`config.mk`:
```
export PLATFORM = sky130hd
export DESIGN_NAME = l1_cache_ctrl_assoc_flat
export DESIGN_NICKNAME = d
export VERILOG_FILES = /design/src/rtl/l1_cache_ctrl_assoc_if.sv /design/src/rtl/l1_cache_ctrl_assoc.sv /design/src/flat_wrapper.sv
export SDC_FILE = /design/constraint.sdc
export NUM_CORES = 1
export LEC_CHECK = 0
export ABC_CLOCK_PERIOD_IN_PS = 1500
export BUFFER_PORTS_ARGS = -buffer_cell sky130_fd_sc_hd__clkbuf_2
export CAP_MARGIN = 20
export CORE_AREA = 3 3 40 42
export CTS_BUF_LIST = sky130_fd_sc_hd__clkbuf_2 sky130_fd_sc_hd__clkbuf_4 sky130_fd_sc_hd__clkbuf_8
export DETAILED_ROUTE_END_ITERATION = 12
export DIE_AREA = 0 0 43 45
export GPL_ROUTABILITY_DRIVEN = 0
export PLACE_DENSITY = 0.84
export SYNTH_ARGS = -nofsm -noshare
export SYNTH_HDL_FRONTEND = slang
export SYNTH_SLANG_ARGS = --single-unit
```
`constraint.sdc`:
```
create_clock -name clk -period 1.5 [get_ports clk]
set_input_delay 0.3 -clock clk [delete_from_list [all_inputs] [get_ports clk]]
set_output_delay 0.3 -clock clk [all_outputs]
set_load 0.01 [all_outputs]
```
`src/rtl/l1_cache_ctrl_assoc_if.sv`:
```
// CPU/SRAM/DRAM-side signal bundle of the set-associative L1 cache controller.
// The master side is the surrounding pipeline/memory; the slave side is the controller.
interface l1_cache_ctrl_assoc_if #(
  parameter int WAYS      = 2,
  parameter int BURST_LEN = 4
);
  localparam int WAY_W  = (WAYS > 1) ? $clog2(WAYS) : 1;
  localparam int BEAT_W = (BURST_LEN > 1) ? $clog2(BURST_LEN) : 1;

  logic              cpu_req;
  logic              cpu_we;
  logic              cpu_ack;
  logic [WAYS-1:0]   hit_vec;
  logic [WAYS-1:0]   valid_vec;
  logic [WAYS-1:0]   dirty_vec;
  logic [WAY_W-1:0]  way_sel;
  logic              sram_we;
  logic              sram_data_sel;
  logic              tag_we;
  logic              valid_o;
  logic              dirty_o;
  logic [BEAT_W-1:0] beat;
  logic              dram_cs;
  logic              dram_we;
  logic              dram_addr_sel;
  logic              dram_ack;

  modport master (
    output cpu_req, cpu_we, hit_vec, valid_vec, dirty_vec, dram_ack,
    input  cpu_ack, way_sel, sram_we, sram_data_sel, tag_we, valid_o, dirty_o,
           beat, dram_cs, dram_we, dram_addr_sel
  );

  modport slave (
    input  cpu_req, cpu_we, hit_vec, valid_vec, dirty_vec, dram_ack,
    output cpu_ack, way_sel, sram_we, sram_data_sel, tag_we, valid_o, dirty_o,
           beat, dram_cs, dram_we, dram_addr_sel
  );
endinterface

```
`src/rtl/l1_cache_ctrl_assoc.sv`:
```
// N-way set-associative L1 cache controller: hit/miss sequencing, victim selection
// (invalid-first, then round-robin) and multi-beat write-back / fill bursts to DRAM.
//
// state       | meaning
// IDLE        | waiting for cpu_req
// COMPARE     | tag compare, hit ack or victim choice
// WB          | write dirty victim line to DRAM, one beat per dram_ack
// FILL        | read line from DRAM into SRAM, one beat per dram_ack
// FILL_DONE   | write tag/valid for the filled way
// RESP        | ack the CPU
// WRITE_HIT   | write CPU word into SRAM and update tag/dirty
// WT_MEM      | write-through word to DRAM
module l1_cache_ctrl_assoc #(
  parameter int WAYS       = 2,
  parameter int BURST_LEN  = 4,
  parameter int WRITE_BACK = 1
) (
  input  logic                  clk,
  input  logic                  rst,
  l1_cache_ctrl_assoc_if.slave  bus
);
  localparam int WAY_W  = (WAYS > 1) ? $clog2(WAYS) : 1;
  localparam int BEAT_W = (BURST_LEN > 1) ? $clog2(BURST_LEN) : 1;
  localparam logic [BEAT_W-1:0] LAST_BEAT = BEAT_W'(BURST_LEN - 1);
  localparam logic [WAY_W-1:0]  LAST_WAY  = WAY_W'(WAYS - 1);
  localparam logic              WB_EN     = (WRITE_BACK != 0);

  typedef enum logic [2:0] {
    S_IDLE, S_COMPARE, S_WB, S_FILL, S_FILL_DONE, S_RESP, S_WRITE_HIT, S_WT_MEM
  } state_t;

  state_t            state_q, state_d;
  logic [BEAT_W-1:0] beat_q, beat_d;
  logic [WAY_W-1:0]  rr_q, rr_d;
  logic [WAY_W-1:0]  way_q, way_d;
  logic              we_q, we_d;
  logic              from_rr_q, from_rr_d;

  logic              hit, has_inv, rr_dirty, need_wb;
  logic [WAY_W-1:0]  hit_way, inv_way, victim;

  logic              cpu_ack, sram_we, sram_data_sel, tag_we, valid_o, dirty_o;
  logic              dram_cs, dram_we, dram_addr_sel;
  logic [WAY_W-1:0]  way_sel;

  // Scanning from the top index down leaves the lowest matching index selected.
  always_comb begin
    hit      = 1'b0;
    hit_way  = '0;
    has_inv  = 1'b0;
    inv_way  = '0;
    rr_dirty = 1'b0;
    for (int i = WAYS - 1; i >= 0; i--) begin
      if (bus.hit_vec[i] && bus.valid_vec[i]) begin
        hit     = 1'b1;
        hit_way = WAY_W'(i);
      end
      if (!bus.valid_vec[i]) begin
        has_inv = 1'b1;
        inv_way = WAY_W'(i);
      end
      if (WAY_W'(i) == rr_q) rr_dirty = bus.dirty_vec[i];
    end
    victim  = has_inv ? inv_way : rr_q;
    need_wb = WB_EN && !has_inv && rr_dirty;
  end

  always_ff @(posedge clk) begin
    if (!rst) begin
      state_q   <= S_IDLE;
      beat_q    <= '0;
      rr_q      <= '0;
      way_q     <= '0;
      we_q      <= 1'b0;
      from_rr_q <= 1'b0;
    end else begin
      state_q   <= state_d;
      beat_q    <= beat_d;
      rr_q      <= rr_d;
      way_q     <= way_d;
      we_q      <= we_d;
      from_rr_q <= from_rr_d;
    end
  end

  always_comb begin
    state_d       = state_q;
    beat_d        = beat_q;
    rr_d          = rr_q;
    way_d         = way_q;
    we_d          = we_q;
    from_rr_d     = from_rr_q;
    cpu_ack       = 1'b0;
    sram_we       = 1'b0;
    sram_data_sel = 1'b0;
    tag_we        = 1'b0;
    valid_o       = 1'b0;
    dirty_o       = 1'b0;
    dram_cs       = 1'b0;
    dram_we       = 1'b0;
    dram_addr_sel = 1'b0;
    way_sel       = way_q;
    unique case (state_q)
      S_IDLE: begin
        way_sel = '0;
        if (bus.cpu_req) begin
          we_d    = bus.cpu_we;
          state_d = S_COMPARE;
        end
      end
      S_COMPARE: begin
        if (hit) begin
          way_sel = hit_way;
          way_d   = hit_way;
          if (we_q) state_d = S_WRITE_HIT;
          else begin
            cpu_ack = 1'b1;
            state_d = S_IDLE;
          end
        end else begin
          way_sel   = victim;
          way_d     = victim;
          from_rr_d = !has_inv;
          state_d   = need_wb ? S_WB : S_FILL;
        end
      end
      S_WB: begin
        dram_cs       = 1'b1;
        dram_we       = 1'b1;
        dram_addr_sel = 1'b1;
        if (bus.dram_ack) begin
          if (beat_q == LAST_BEAT) begin
            beat_d  = '0;
            state_d = S_FILL;
          end else beat_d = beat_q + 1'b1;
        end
      end
      S_FILL: begin
        dram_cs       = 1'b1;
        sram_data_sel = 1'b1;
        sram_we       = bus.dram_ack;
        if (bus.dram_ack) begin
          if (beat_q == LAST_BEAT) begin
            beat_d  = '0;
            state_d = S_FILL_DONE;
          end else beat_d = beat_q + 1'b1;
        end
      end
      S_FILL_DONE: begin
        tag_we  = 1'b1;
        valid_o = 1'b1;
        if (from_rr_q) rr_d = (rr_q == LAST_WAY) ? '0 : rr_q + 1'b1;
        state_d = we_q ? S_WRITE_HIT : S_RESP;
      end
      S_RESP: begin
        cpu_ack = 1'b1;
        state_d = S_IDLE;
      end
      S_WRITE_HIT: begin
        sram_we = 1'b1;
        tag_we  = 1'b1;
        valid_o = 1'b1;
        dirty_o = WB_EN;
        if (WB_EN) begin
          cpu_ack = 1'b1;
          state_d = S_IDLE;
        end else state_d = S_WT_MEM;
      end
      S_WT_MEM: begin
        dram_cs = 1'b1;
        dram_we = 1'b1;
        if (bus.dram_ack) state_d = S_RESP;
      end
      default: state_d = S_IDLE;
    endcase
  end

  assign bus.cpu_ack       = cpu_ack;
  assign bus.way_sel       = way_sel;
  assign bus.sram_we       = sram_we;
  assign bus.sram_data_sel = sram_data_sel;
  assign bus.tag_we        = tag_we;
  assign bus.valid_o       = valid_o;
  assign bus.dirty_o       = dirty_o;
  assign bus.beat          = beat_q;
  assign bus.dram_cs       = dram_cs;
  assign bus.dram_we       = dram_we;
  assign bus.dram_addr_sel = dram_addr_sel;
endmodule

```
`src/flat_wrapper.sv`:
```
// flat-port wrapper written by rule: the top's interface ports become plain ports
module l1_cache_ctrl_assoc_flat 
#(
  parameter int WAYS       = 2,
  parameter int BURST_LEN  = 4,
  parameter int WRITE_BACK = 1
)
  (clk, rst, bus_cpu_req, bus_cpu_we, bus_hit_vec, bus_valid_vec, bus_dirty_vec, bus_dram_ack, bus_cpu_ack, bus_way_sel, bus_sram_we, bus_sram_data_sel, bus_tag_we, bus_valid_o, bus_dirty_o, bus_beat, bus_dram_cs, bus_dram_we, bus_dram_addr_sel);
  l1_cache_ctrl_assoc_if #(.WAYS(WAYS), .BURST_LEN(BURST_LEN)) bus_i ();
  input  logic clk;
  input  logic rst;
  input wire logic [$bits(bus_i.cpu_req)-1:0] bus_cpu_req;
  input wire logic [$bits(bus_i.cpu_we)-1:0] bus_cpu_we;
  input wire logic [$bits(bus_i.hit_vec)-1:0] bus_hit_vec;
  input wire logic [$bits(bus_i.valid_vec)-1:0] bus_valid_vec;
  input wire logic [$bits(bus_i.dirty_vec)-1:0] bus_dirty_vec;
  input wire logic [$bits(bus_i.dram_ack)-1:0] bus_dram_ack;
  output wire logic [$bits(bus_i.cpu_ack)-1:0] bus_cpu_ack;
  output wire logic [$bits(bus_i.way_sel)-1:0] bus_way_sel;
  output wire logic [$bits(bus_i.sram_we)-1:0] bus_sram_we;
  output wire logic [$bits(bus_i.sram_data_sel)-1:0] bus_sram_data_sel;
  output wire logic [$bits(bus_i.tag_we)-1:0] bus_tag_we;
  output wire logic [$bits(bus_i.valid_o)-1:0] bus_valid_o;
  output wire logic [$bits(bus_i.dirty_o)-1:0] bus_dirty_o;
  output wire logic [$bits(bus_i.beat)-1:0] bus_beat;
  output wire logic [$bits(bus_i.dram_cs)-1:0] bus_dram_cs;
  output wire logic [$bits(bus_i.dram_we)-1:0] bus_dram_we;
  output wire logic [$bits(bus_i.dram_addr_sel)-1:0] bus_dram_addr_sel;
  assign bus_i.cpu_req = bus_cpu_req;
  assign bus_i.cpu_we = bus_cpu_we;
  assign bus_i.hit_vec = bus_hit_vec;
  assign bus_i.valid_vec = bus_valid_vec;
  assign bus_i.dirty_vec = bus_dirty_vec;
  assign bus_i.dram_ack = bus_dram_ack;
  assign bus_cpu_ack = bus_i.cpu_ack;
  assign bus_way_sel = bus_i.way_sel;
  assign bus_sram_we = bus_i.sram_we;
  assign bus_sram_data_sel = bus_i.sram_data_sel;
  assign bus_tag_we = bus_i.tag_we;
  assign bus_valid_o = bus_i.valid_o;
  assign bus_dirty_o = bus_i.dirty_o;
  assign bus_beat = bus_i.beat;
  assign bus_dram_cs = bus_i.dram_cs;
  assign bus_dram_we = bus_i.dram_we;
  assign bus_dram_addr_sel = bus_i.dram_addr_sel;
  l1_cache_ctrl_assoc #(.WAYS(WAYS), .BURST_LEN(BURST_LEN), .WRITE_BACK(WRITE_BACK)) u_core (.clk(clk), .rst(rst), .bus(bus_i));
endmodule
```
# ---- Yosys cells after proc, flatten, opt, wreduce, memory -nomap -nowiden
# Cells that the tools add are included.
dict set report totals {
  reg_bits 9
  inputBits 11
  output_inout_bits 12
  word_cells 71
}
dict set report classes {
  addsub 2
  eq_ne 14
  n_mux 33
  bitwise 1
  reduce_logical 15
}
# cell n
set op_table {}
lappend op_table {{3-bit two-way mux} 8}
lappend op_table {{3-bit case mux with 7 select lines} 1}
lappend op_table {{1-bit two-way mux} 19}
lappend op_table {{3-bit == test (second input constant)} 4}
lappend op_table {{2-bit inequality test (second input constant)} 4}
lappend op_table {{2-bit AND reduction} 4}
lappend op_table {{2-bit OR reduction} 4}
lappend op_table {{3-bit by 2-bit == test with 1-bit output (second input constant)} 2}
lappend op_table {{1-bit case mux with 2 select lines} 3}
lappend op_table {{6-bit AND reduction} 1}
lappend op_table {{2-bit two-way mux} 2}
lappend op_table {{2-bit by 1-bit inequality test with 1-bit output (second input constant)} 2}
lappend op_table {{3-bit by 1-bit == test with 1-bit output (second input constant)} 1}
lappend op_table {{1-bit logical AND} 3}
lappend op_table {{3-bit zero test} 1}
lappend op_table {{3-bit OR reduction} 1}
lappend op_table {{2-bit by 1-bit adder with 2-bit output (second input constant)} 1}
lappend op_table {{2-bit == test (second input constant)} 1}
lappend op_table {{1-bit adder (second input constant)} 1}
lappend op_table {{1-bit zero test} 1}
lappend op_table {{1-bit NOT} 1}

# ---- Logic depth before layout (Yosys ltp)
# Gate-level depths: netlist of run 1.
dict set report depth {
  depth_word 7
  ltp_mapped 5
}

# ---- Worst setup path after synthesis of run 1
# OpenSTA, ideal clock, no wires.
dict set report synth_path {
  path_type {reg2out}
  from {reg u_core.state_q[1]}
  to {out bus_cpu_ack}
  arrival_ps 1001
  t_required_ps 1200
  slack_ps 199
  path_stages_with_launch 5
  path_buffers 2
  path_cell_list {dfxtp_1 > buf_2 > buf_2 > xnor2_1 > o21ai_0}
}
dict set report synth_via {
  elab_chain_len 3
}
# item line
set synth_rtl {}
lappend synth_rtl {{start, declared} l1_cache_ctrl_assoc.sv:32} ;# state_t state_q, state_d;
lappend synth_rtl {{start signal, assigned} l1_cache_ctrl_assoc.sv:77} ;# state_q <= state_d;
lappend synth_rtl {{3-bit == test} l1_cache_ctrl_assoc.sv:103} ;# unique case (state_q)
lappend synth_rtl {{2-bit OR reduction (no line)} --}
lappend synth_rtl {{1-bit case mux with 2 select lines *} l1_cache_ctrl_assoc.sv:103}
lappend synth_rtl {{end, declared} flat_wrapper.sv:18} ;# output wire logic [$bits(bus_i.cpu_ack)-1:0] bus_cpu_ack;
# Mark *: on every way between the ends. The rest lies on a longest branch, timed or not.

# ---- Final worst setup path of run 1
dict set report layout_path {
  from {reg u_core.rr_q}
  to {out bus_way_sel}
}
dict set report layout_via {
  elab_chain_len 3
}
# item line
set layout_rtl {}
lappend layout_rtl {{start, declared} l1_cache_ctrl_assoc.sv:34} ;# logic [WAY_W-1:0] rr_q, rr_d;
lappend layout_rtl {{start signal, assigned} l1_cache_ctrl_assoc.sv:79} ;# rr_q <= rr_d;
lappend layout_rtl {{1-bit two-way mux} l1_cache_ctrl_assoc.sv:64} ;# victim = has_inv ? inv_way : rr_q;
lappend layout_rtl {{1-bit two-way mux} l1_cache_ctrl_assoc.sv:112} ;# if (hit) begin
lappend layout_rtl {{1-bit case mux with 2 select lines} l1_cache_ctrl_assoc.sv:103}
lappend layout_rtl {{end, declared} flat_wrapper.sv:19} ;# output wire logic [$bits(bus_i.way_sel)-1:0] bus_way_sel;
# Every way passes these cells.

==> results of run 1 <==
[layout make-up]
class                   count  area, µm²  area share (%)
clock buffers               4       30.0            3.42
inverters                   4       15.0            1.71
multi-input cells          63        448            51.0
flip-flops and latches      9        193            21.9
well taps                  15       18.8            2.14
repair buffers             30        174            19.8
[worst max path at each step]
stage | slack [ns] | start | endpoint
finish | -0.01 | u_core.rr_q$_SDFFE_PN0P_ | bus_way_sel
global route | -0.06 | u_core.rr_q$_SDFFE_PN0P_ | bus_way_sel
CTS | 0.02 | u_core.state_q[1]$_SDFFE_PN0P_ | bus_way_sel
detailed placement | 0.05 | u_core.state_q[0]$_SDFFE_PN0P_ | u_core.state_q[1]$_SDFFE_PN0P_
global placement | 0.07 | u_core.state_q[0]$_SDFFE_PN0P_ | bus_way_sel
floorplan | 0.20 | u_core.state_q[1]$_SDFFE_PN0P_ | bus_cpu_ack
[per-layer routing]
layer  routed length [µm]  part of all wire [%]  up-vias  global-route usage, %
met5                    0                     0        -                      0
met4                   46                   2.4        0                   6.63
met3                  131                   7.0        6                   3.98
met2                  886                    47       27                   30.8
met1                  819                    43      337                   22.7
li1                     -                     -      357                      -
[registers in the layout, summed over array words and instances, names as in the netlist]
| signal | count |
|---|---|
| u_core.rr_q | 1 |
| u_core.we_q | 1 |
| u_core.bus.beat | 2 |
| u_core.from_rr_q | 1 |
| u_core.way_q | 1 |
| u_core.state_q | 3 |
[repair_timing]
item | 4_1_cts | 5_1_grt
setup buffers | 2 | 2
endpoints found under the setup margin | 10 | 6
gates cloned | 0 | 0
pin swaps | 0 | 1
gates resized for setup | 6 | 12
[through the flow]
step                      instances  total power [µW]  area, µm²  hold slack, ns  setup WS, ns
final                           125              1380        878           0.289       -0.0137
after global routing            125              1490        878           0.287       -0.0583
after CTS                       123              1270        826           0.289        0.0173
after detailed placement        117              1020        769           0.470        0.0489
after global placement          117              1010        769           0.463        0.0700
after floorplan                  81               834        644           0.438         0.199
[logic make-up (layout without fill, tap and decap cells)]
group,count (synthesis),count (layout),synth area share [%]
adder cells (fa/ha/maj),1,1,1.94
XOR/XNOR,2,2,2.72
flip-flops,9,9,28.0
multiplexers,3,3,4.85
AO/OA/AOI/OAI,26,26,27.8
buffers and inverters,9,38,7.57
AND/OR/NAND/NOR,31,31,27.2
[power by group through the flow]
| stage | logic, µW | clock network (µW) | registers (µW) |
|---|---|---|---|
| finish | 765 | 203 | 413 |
| global route | 841 | 229 | 422 |
| CTS | 666 | 209 | 393 |
| detailed placement | 633 | 0 | 392 |
| global placement | 621 | 0 | 389 |
| floorplan | 500 | 0 | 334 |
[worst max-delay path: stages (launching register included)]
cell and delay (ns):
dfxtp_2 0.33, nand2b_1 0.16, a22o_1 0.21, nand3_2 0.08, nand2_1 0.05, clkbuf_2 0.12
[placed cells by master, fill, tap and decap left out, types with 3 or more instances in the layout]
| cell type | netlist | layout |
|---|---|---|
| nor2_1 | 9 | 7 |
| clkbuf_4 | 0 | 4 |
| buf_4 | 1 | 7 |
| dfxtp_4 | 0 | 3 |
| nand3_1 | 5 | 3 |
| nand2_1 | 3 | 3 |
| a21oi_1 | 7 | 7 |
| dfxtp_1 | 9 | 5 |
| clkbuf_2 | 0 | 21 |
| o21ai_0 | 5 | 4 |
==> results.md, run 1 <==
Global route:
- The global-route wire length before repair is 2680 µm.
- The global-route congestion overflow total is 0.
- The via count of the first global-routing pass came to 614.
- Entering global routing, the biggest net connects 14 pins.
- The total routing usage reported by global routing is 18.2%.
- The number of antenna violations at the first check in global routing is 0.

STA:
- The number of pins exceeding their max-slew limit in the final report came to 0.
- Measured against its own limit, the worst slew margin works out to 72.0%.
- The smallest clock period supported by the final layout is computed as 1.51 ns.
- The minimum setup slack in the final design is -0.0137 ns.
- At the pin with the least slew margin, the transition time is 0.414 ns.
- Static timing analysis puts the maximum clock frequency at 661 MHz.
- The final number of hold-violating endpoints is 0.
- The post-route clock period utilization is 101%.
- The setup TNS is -0.0137 ns.
- For the final database, setup skew stands at 0.00485 ns.
- Setup violations remaining at the end of the flow were counted as 1.
- Setup repair after global routing could not meet its margin everywhere.

Routing:
- The detailed router finished its first iteration with 15 violations.
- The number of design rule violations left after detail routing is 0.
- The routed wirelength normalized by instance count is 15.1 µm.
- The first detailed-routing pass ran for 4 iterations.
- The routed design has 1880 µm of wire.
- After detailed routing, the number of vias per cell comes to 5.82.
- The remaining number of nets flagged by the antenna check after routing is 0.
- The total via count in the routed design is 727.

Run status:
- The run finished, with violations left.
- The final reports fail on setup timing.

Pwr:
- The cell leakage power is 0.000410 µW.
- VDD sags by at most 0.000992 V.
- The power density over the cells is 1570 mW/mm².
- In this run switching power makes up 42.5% of total power.
- The net switching power of the design is 587 µW.
- The share of total power dissipated in sequential elements is 29.9%.
- The internal portion of the total power is 795 µW.
- The logic gate share of total power is 55.4%.
- Of the total power, the clock network draws 14.7%.

Cells and area:
- The share of final-layout standard cells stronger than drive strength 1 is 46.4%.
- The area growth from synthesis to layout is 36.3%.
- Counting the fill cells in the layout gives 100.
- Cells fill 68.4% of the core in the end.
- 0 antenna diodes ended up in the layout.
- At the end of the flow, the number of nets in the layout was 123.

Worst setup path:
- Counting cells, the worst reg-to-reg path comes to 5.
- The worst register-to-register path begins at u_core.state_q[0]$_SDFFE_PN0P_.
- STA classifies the critical path endpoint as a primary output.
- The required time of the worst setup path is 1.20 ns.
- The start-to-end type of the worst setup path is reg -> out.
- STA puts the critical path data arrival time at 1.21 ns.
- Of all nets on the critical path, the largest fanout is 3.
- The worst flop-to-flop path endpoint is u_core.state_q[2]$_SDFFE_PN0P_.
- The reg2reg setup slack is 0.07 ns.
- The worst setup path is launched from a flop.

Floorplanning:
- The vertical die dimension is 45 µm.
- The full die area is 0.00194 mm².
- The area of the core is 0.00128 mm².
- The floorplan has 13 rows.
- For this design the top-level I/O count stands at 23.
- In this run the horizontal extent of the chip is 43 µm.
- For this configuration, the core starts out at a cell density of 50.1%.

Clocking:
- The tree built by TritonCTS fans out to 9 sinks.
- CTS built an H-tree with a depth of 1.
- The maximum buffer depth of the clock tree is 2.
- Clock-pin slew was measured on the worst setup and hold paths at 0.07 ns.
- The latest clock arrival within the worst-skew pair is 0.25 ns.
- The total clock buffers created by CTS is 3.
- TritonCTS built the clock tree.
- The cts-stage hold buffer count is 0.
- The cell chosen for the clock root is clkbuf_4.

Logic synthesis:
- After synthesis, the largest area contributor takes up 28.0% of total cell area.
- The proportion of synthesized flip-flops having asynchronous set or reset is 0%.
- Synthesis inferred 9 register bits.
- Yosys printed 0 warnings.
- By area the synthesized netlist is led by dfxtp_1, a21oi_1, nor2_1, nand3_1, o21ai_0.
- The largest total area in the synthesized netlist belongs to dfxtp_1.
- The post-synthesis instance area is 644 µm².
- The most used flip-flop cell after synthesis is dfxtp_1.
- The synthesized netlist contains 37 unique library cells.
- By count the netlist is led by dfxtp_1, nor2_1, a21oi_1, nand3_1, o21ai_0.
- A synthesized cell averages 7.96 µm².
- The post-synth net total is 93.
- The instance count of the mapped netlist is 81.
- The share of the Yosys chip area taken by registers is 28.0%.
- In this run, synthesis inferred 0 flip-flops with an integrated enable.

Placement:
- The half-perimeter wire length of the detailed placement result is 1130 µm.
- Input and output buffers added on the ports amount to 22.

Min path:
- The type of the worst min-delay path is in -> reg.
- The source of the worst hold timing path is bus_cpu_we.
- The worst min-delay path endpoint is u_core.we_q$_SDFFE_PN0P_.
- The worst hold path passes through 3 cells.

Flow run:
- The count of max-cap constraint violations is 0.
Power figures use the tool's default switching activity.
==> inputs of run 2 (changes only) <==
==> constraint.sdc (replaced) <==
create_clock -name clk -period 1.5 [get_ports clk]
set_input_delay 0.15 -clock clk [delete_from_list [all_inputs] [get_ports clk]]
set_output_delay 0.15 -clock clk [all_outputs]
set_load 0.01 [all_outputs]
==> run 2 against run 1 <==
The run now ends clean. Worst hold slack got worse by 0.16 ns. Clock skew shrank 0.00058 ns. Sequential share of layout area up 1.7 points. Power shrank 11%. Register-to-register slack better by 0.08 ns. Critical path depth stayed put. Final cell count shrank 4.0%. Via count decreased by 5.6%. Critical path type unchanged. Critical endpoint unchanged. Largest power group unchanged.
==> results.md, run 2 (synthesized netlist as in run 1, its figures left out) <==
STA:
- The top achievable clock speed is 709 MHz (was 661 MHz).
- The number of setup violations in the final report is 0 (was 1).
- The setup TNS was 0 ns (was -0.0137 ns).
- The final number of hold-violating endpoints was 0 (unchanged).
- Setup repair after global routing missed its margin: no (was yes).
- The number of pins exceeding their max-slew limit in the final report is 0 (unchanged).
- The final clock skew is 0.00427 ns (was 0.00485 ns).
- The shortest clock period the worst path allows after layout came to 1.41 ns (was 1.51 ns).
- The actual slew at the worst max-slew pin is 0.330 ns (was 0.414 ns).
- The post-route clock period utilization is 94.0% (was 101%).
- The minimum setup slack in the final design came to 0.0903 ns (was -0.0137 ns).
- The headroom to the max-slew limit came to 77.7% (was 72.0%).

Clocking:
- The cell chosen for the clock root is clkbuf_4 (unchanged).
- The total number of clock tree sinks is 9 (unchanged).
- The maximum buffer depth of the clock tree is 2 (unchanged).
- The latest clock arrival within the worst-skew pair is 0.27 ns (was 0.25 ns).
- The H-tree depth is 1 (unchanged).
- The clock tree from TritonCTS is built (unchanged).
- The total clock buffers created by CTS came to 3 (unchanged).
- The CTS clock-pin slew for the worst setup and hold paths is 0.06 ns (was 0.07 ns).

Routing:
- The routed wirelength normalized by instance count is 13.2 µm (was 15.1 µm).
- The violation count after the first detailed-routing iteration is 15 (unchanged).
- The total length of routed wires is 1580 µm (was 1880 µm).
- The count of TritonRoute iterations in the first routing pass was 4 (unchanged).
- The remaining number of nets flagged by the antenna check after routing is 0 (unchanged).
- The number of design rule violations left after detail routing is 0 (unchanged).
- The total via count in the routed design is 686 (was 727).
- The average vias per placed instance is 5.72 (was 5.82).

Pwr:
- The power consumption was 1230 µW (was 1380 µW).
- The power density over the cells is 1540 mW/mm² (was 1570 mW/mm²).
- The worst-case vdd ir drop is 0.000799 V (was 0.000992 V).
- The cell leakage power is 0.000372 µW (was 0.000410 µW).

Worst setup path:
- The reg2reg setup slack came to 0.15 ns (was 0.07 ns).
- Cells along the critical path: buf_4, nor2_2, nand3_1, nand2_1, clkbuf_2 (was nand2b_1, a22o_1, nand3_2, nand2_1, clkbuf_2).
- The type of destination of the critical path is a primary output (unchanged).
- The start-to-end type of the worst setup path is reg -> out (unchanged).
- The logic depth of the worst register-to-register path is 5 (unchanged).
- The required time of the worst setup path was 1.35 ns (was 1.20 ns).
- The sort of element at the start of the critical path is a flop (unchanged).
- The worst flop-to-flop path endpoint is u_core.state_q[2]$_SDFFE_PN0P_ (unchanged).
- The library cell contributing the largest single delay on the critical path is dfxtp_4 (was dfxtp_2).
- The launching point of the worst reg2reg path is u_core.bus.beat[0]$_SDFFE_PN0P_ (was u_core.state_q[0]$_SDFFE_PN0P_).
- The delay of the slowest cell on the worst path was 0.38 ns (was 0.33 ns).
- The critical path arrival is 1.26 ns (was 1.21 ns).
- The critical-path maximum fanout came to 11 (was 3).

Placement:
- The setup slack after placement came to 0.122 ns (was 0.0489 ns).
- The half-perimeter wire length of the detailed placement result came to 1200 µm (was 1130 µm).
- The number of input and output port buffers inserted is 22 (unchanged).
- The post-detailed-placement cell area came to 762 µm² (was 769 µm²).

Cells and area:
- The area added between synthesis and finish is 24.3% (was 36.3%).
- The area of combinational cells with multiple inputs is 418 µm² (was 448 µm²).
- The total number of nets in the final design was 118 (was 123).
- The number of filler instances in the final layout came to 120 (was 100).
- The area of all placed cells without fillers came to 801 µm² (was 878 µm²).
- The commonest non-fill, non-tap cell in the layout is clkbuf_2 (unchanged).
- The register with the highest flop count is u_core.state_q (unchanged).
- The share of final-layout standard cells stronger than drive strength 1 was 38.1% (was 46.4%).
- The sequential cell area is 189 µm² (was 193 µm²).
- The flip-flop count of the largest register after layout is 3 (unchanged).
- Commonest non-fill, non-tap cells in the layout: clkbuf_2, nor2_1, a21oi_1 (was clkbuf_2, nor2_1, a21oi_1, buf_4, dfxtp_1).
- The final antenna diode count was 0 (unchanged).
- The final core area utilization came to 62.3% (was 68.4%).

Min path:
- The worst min-delay path endpoint is u_core.we_q$_SDFFE_PN0P_ (unchanged).
- The type of the worst min-delay path is in -> reg (unchanged).
- The number of stages on the worst hold path came to 3 (unchanged).
- The source of the worst hold timing path is bus_cpu_we (unchanged).

Flow run:
- The count of max-cap constraint violations was 0 (unchanged).

Floorplanning:
- The full die area came to 0.00194 mm² (unchanged).
- The initial core utilization is 50.1% (unchanged).
- The horizontal die dimension is 43 µm (unchanged).
- The vertical die dimension is 45 µm (unchanged).
- The number of rows in the core area came to 13 (unchanged).
- The top-level port count is 23 (unchanged).
- The area of the core was 0.00128 mm² (unchanged).

Global route:
- The global-route wire length before repair came to 2590 µm (was 2680 µm).
- The largest net degree at the start of global routing was 12 (was 14).
- The total routing usage reported by global routing is 18.3% (was 18.2%).
- The via count of the first global-routing pass came to 592 (was 614).
- The global-route congestion overflow total was 0 (unchanged).
- The number of antenna violations at the first check in global routing is 0 (unchanged).

Run status:
- Outcome: finished clean (was finished, violations left).
## run 2: cell types whose count changed in the layout (fill, tap and decap cells not counted), moves of 2 or more
cell	delta
nand3_1	+2
nand3_2	-2
nor2_4	-2
buf_4	-4
## run 2: per-layer routing
layer  vias up  part of all wire [%]  track usage [%]
met5         -                     0                0
met2        29                    50             28.4
met3         2                   7.4             3.98
li1        345                     -                -
met4         0                  0.76             12.0
met1       310                    42             22.8
## run 2: worst max-delay path: cells and delay by family (launching register included)
family,cells,cell delay [ns]
buffers and inverters,2,0.30
flip-flops,1,0.38
AND/OR/NAND/NOR,3,0.31
## run 2: per-stage QoR
stage / hold WS, ns / std cells
2_1_floorplan: 0.288 / 81
3_3_place_gp: 0.391 / 116
3_5_place_dp: 0.405 / 116
4_1_cts: 0.120 / 120
5_1_grt: 0.160 / 120
6_report: 0.129 / 120
## run 2: worst max path at each step
stage	startpoint	end	slack, ns
global placement	u_core.state_q[1]$_SDFFE_PN0P_	u_core.state_q[0]$_SDFFE_PN0P_	0.15
detailed placement	u_core.state_q[2]$_SDFFE_PN0P_	u_core.state_q[1]$_SDFFE_PN0P_	0.12
global route	u_core.state_q[1]$_SDFFE_PN0P_	bus_way_sel	0.006
finish	u_core.state_q[1]$_SDFFE_PN0P_	bus_way_sel	0.09
floorplan	u_core.bus.beat[0]$_SDFFE_PN0P_	u_core.state_q[2]$_SDFFE_PN0P_	0.21
CTS	u_core.state_q[1]$_SDFFE_PN0P_	bus_way_sel	0.06
## run 2: report_power, final
group          internal, µW  switching, µW
logic                   299            340
registers               301            102
clock network          98.6           90.5
total                   698            533
## run 2: final cells by class
| type | count | area share, % |
|---|---|---|
| well taps | 15 | 2.34 |
| repair buffers | 25 | 16.6 |
| inverters | 4 | 1.88 |
| clock buffers | 3 | 2.81 |
| flip-flops and latches | 9 | 23.6 |
| multi-input cells | 63 | 52.2 |
| clock inverters | 1 | 0.625 |
## run 2: timing repair
| action | in CTS | in global routing |
|---|---|---|
| pin swaps | 0 | 0 |
| buffers inserted | 0 | 0 |
| setup endpoints to repair | 3 | 2 |
| gates resized for setup | 3 | 3 |
| hold buffers | 0 | 0 |
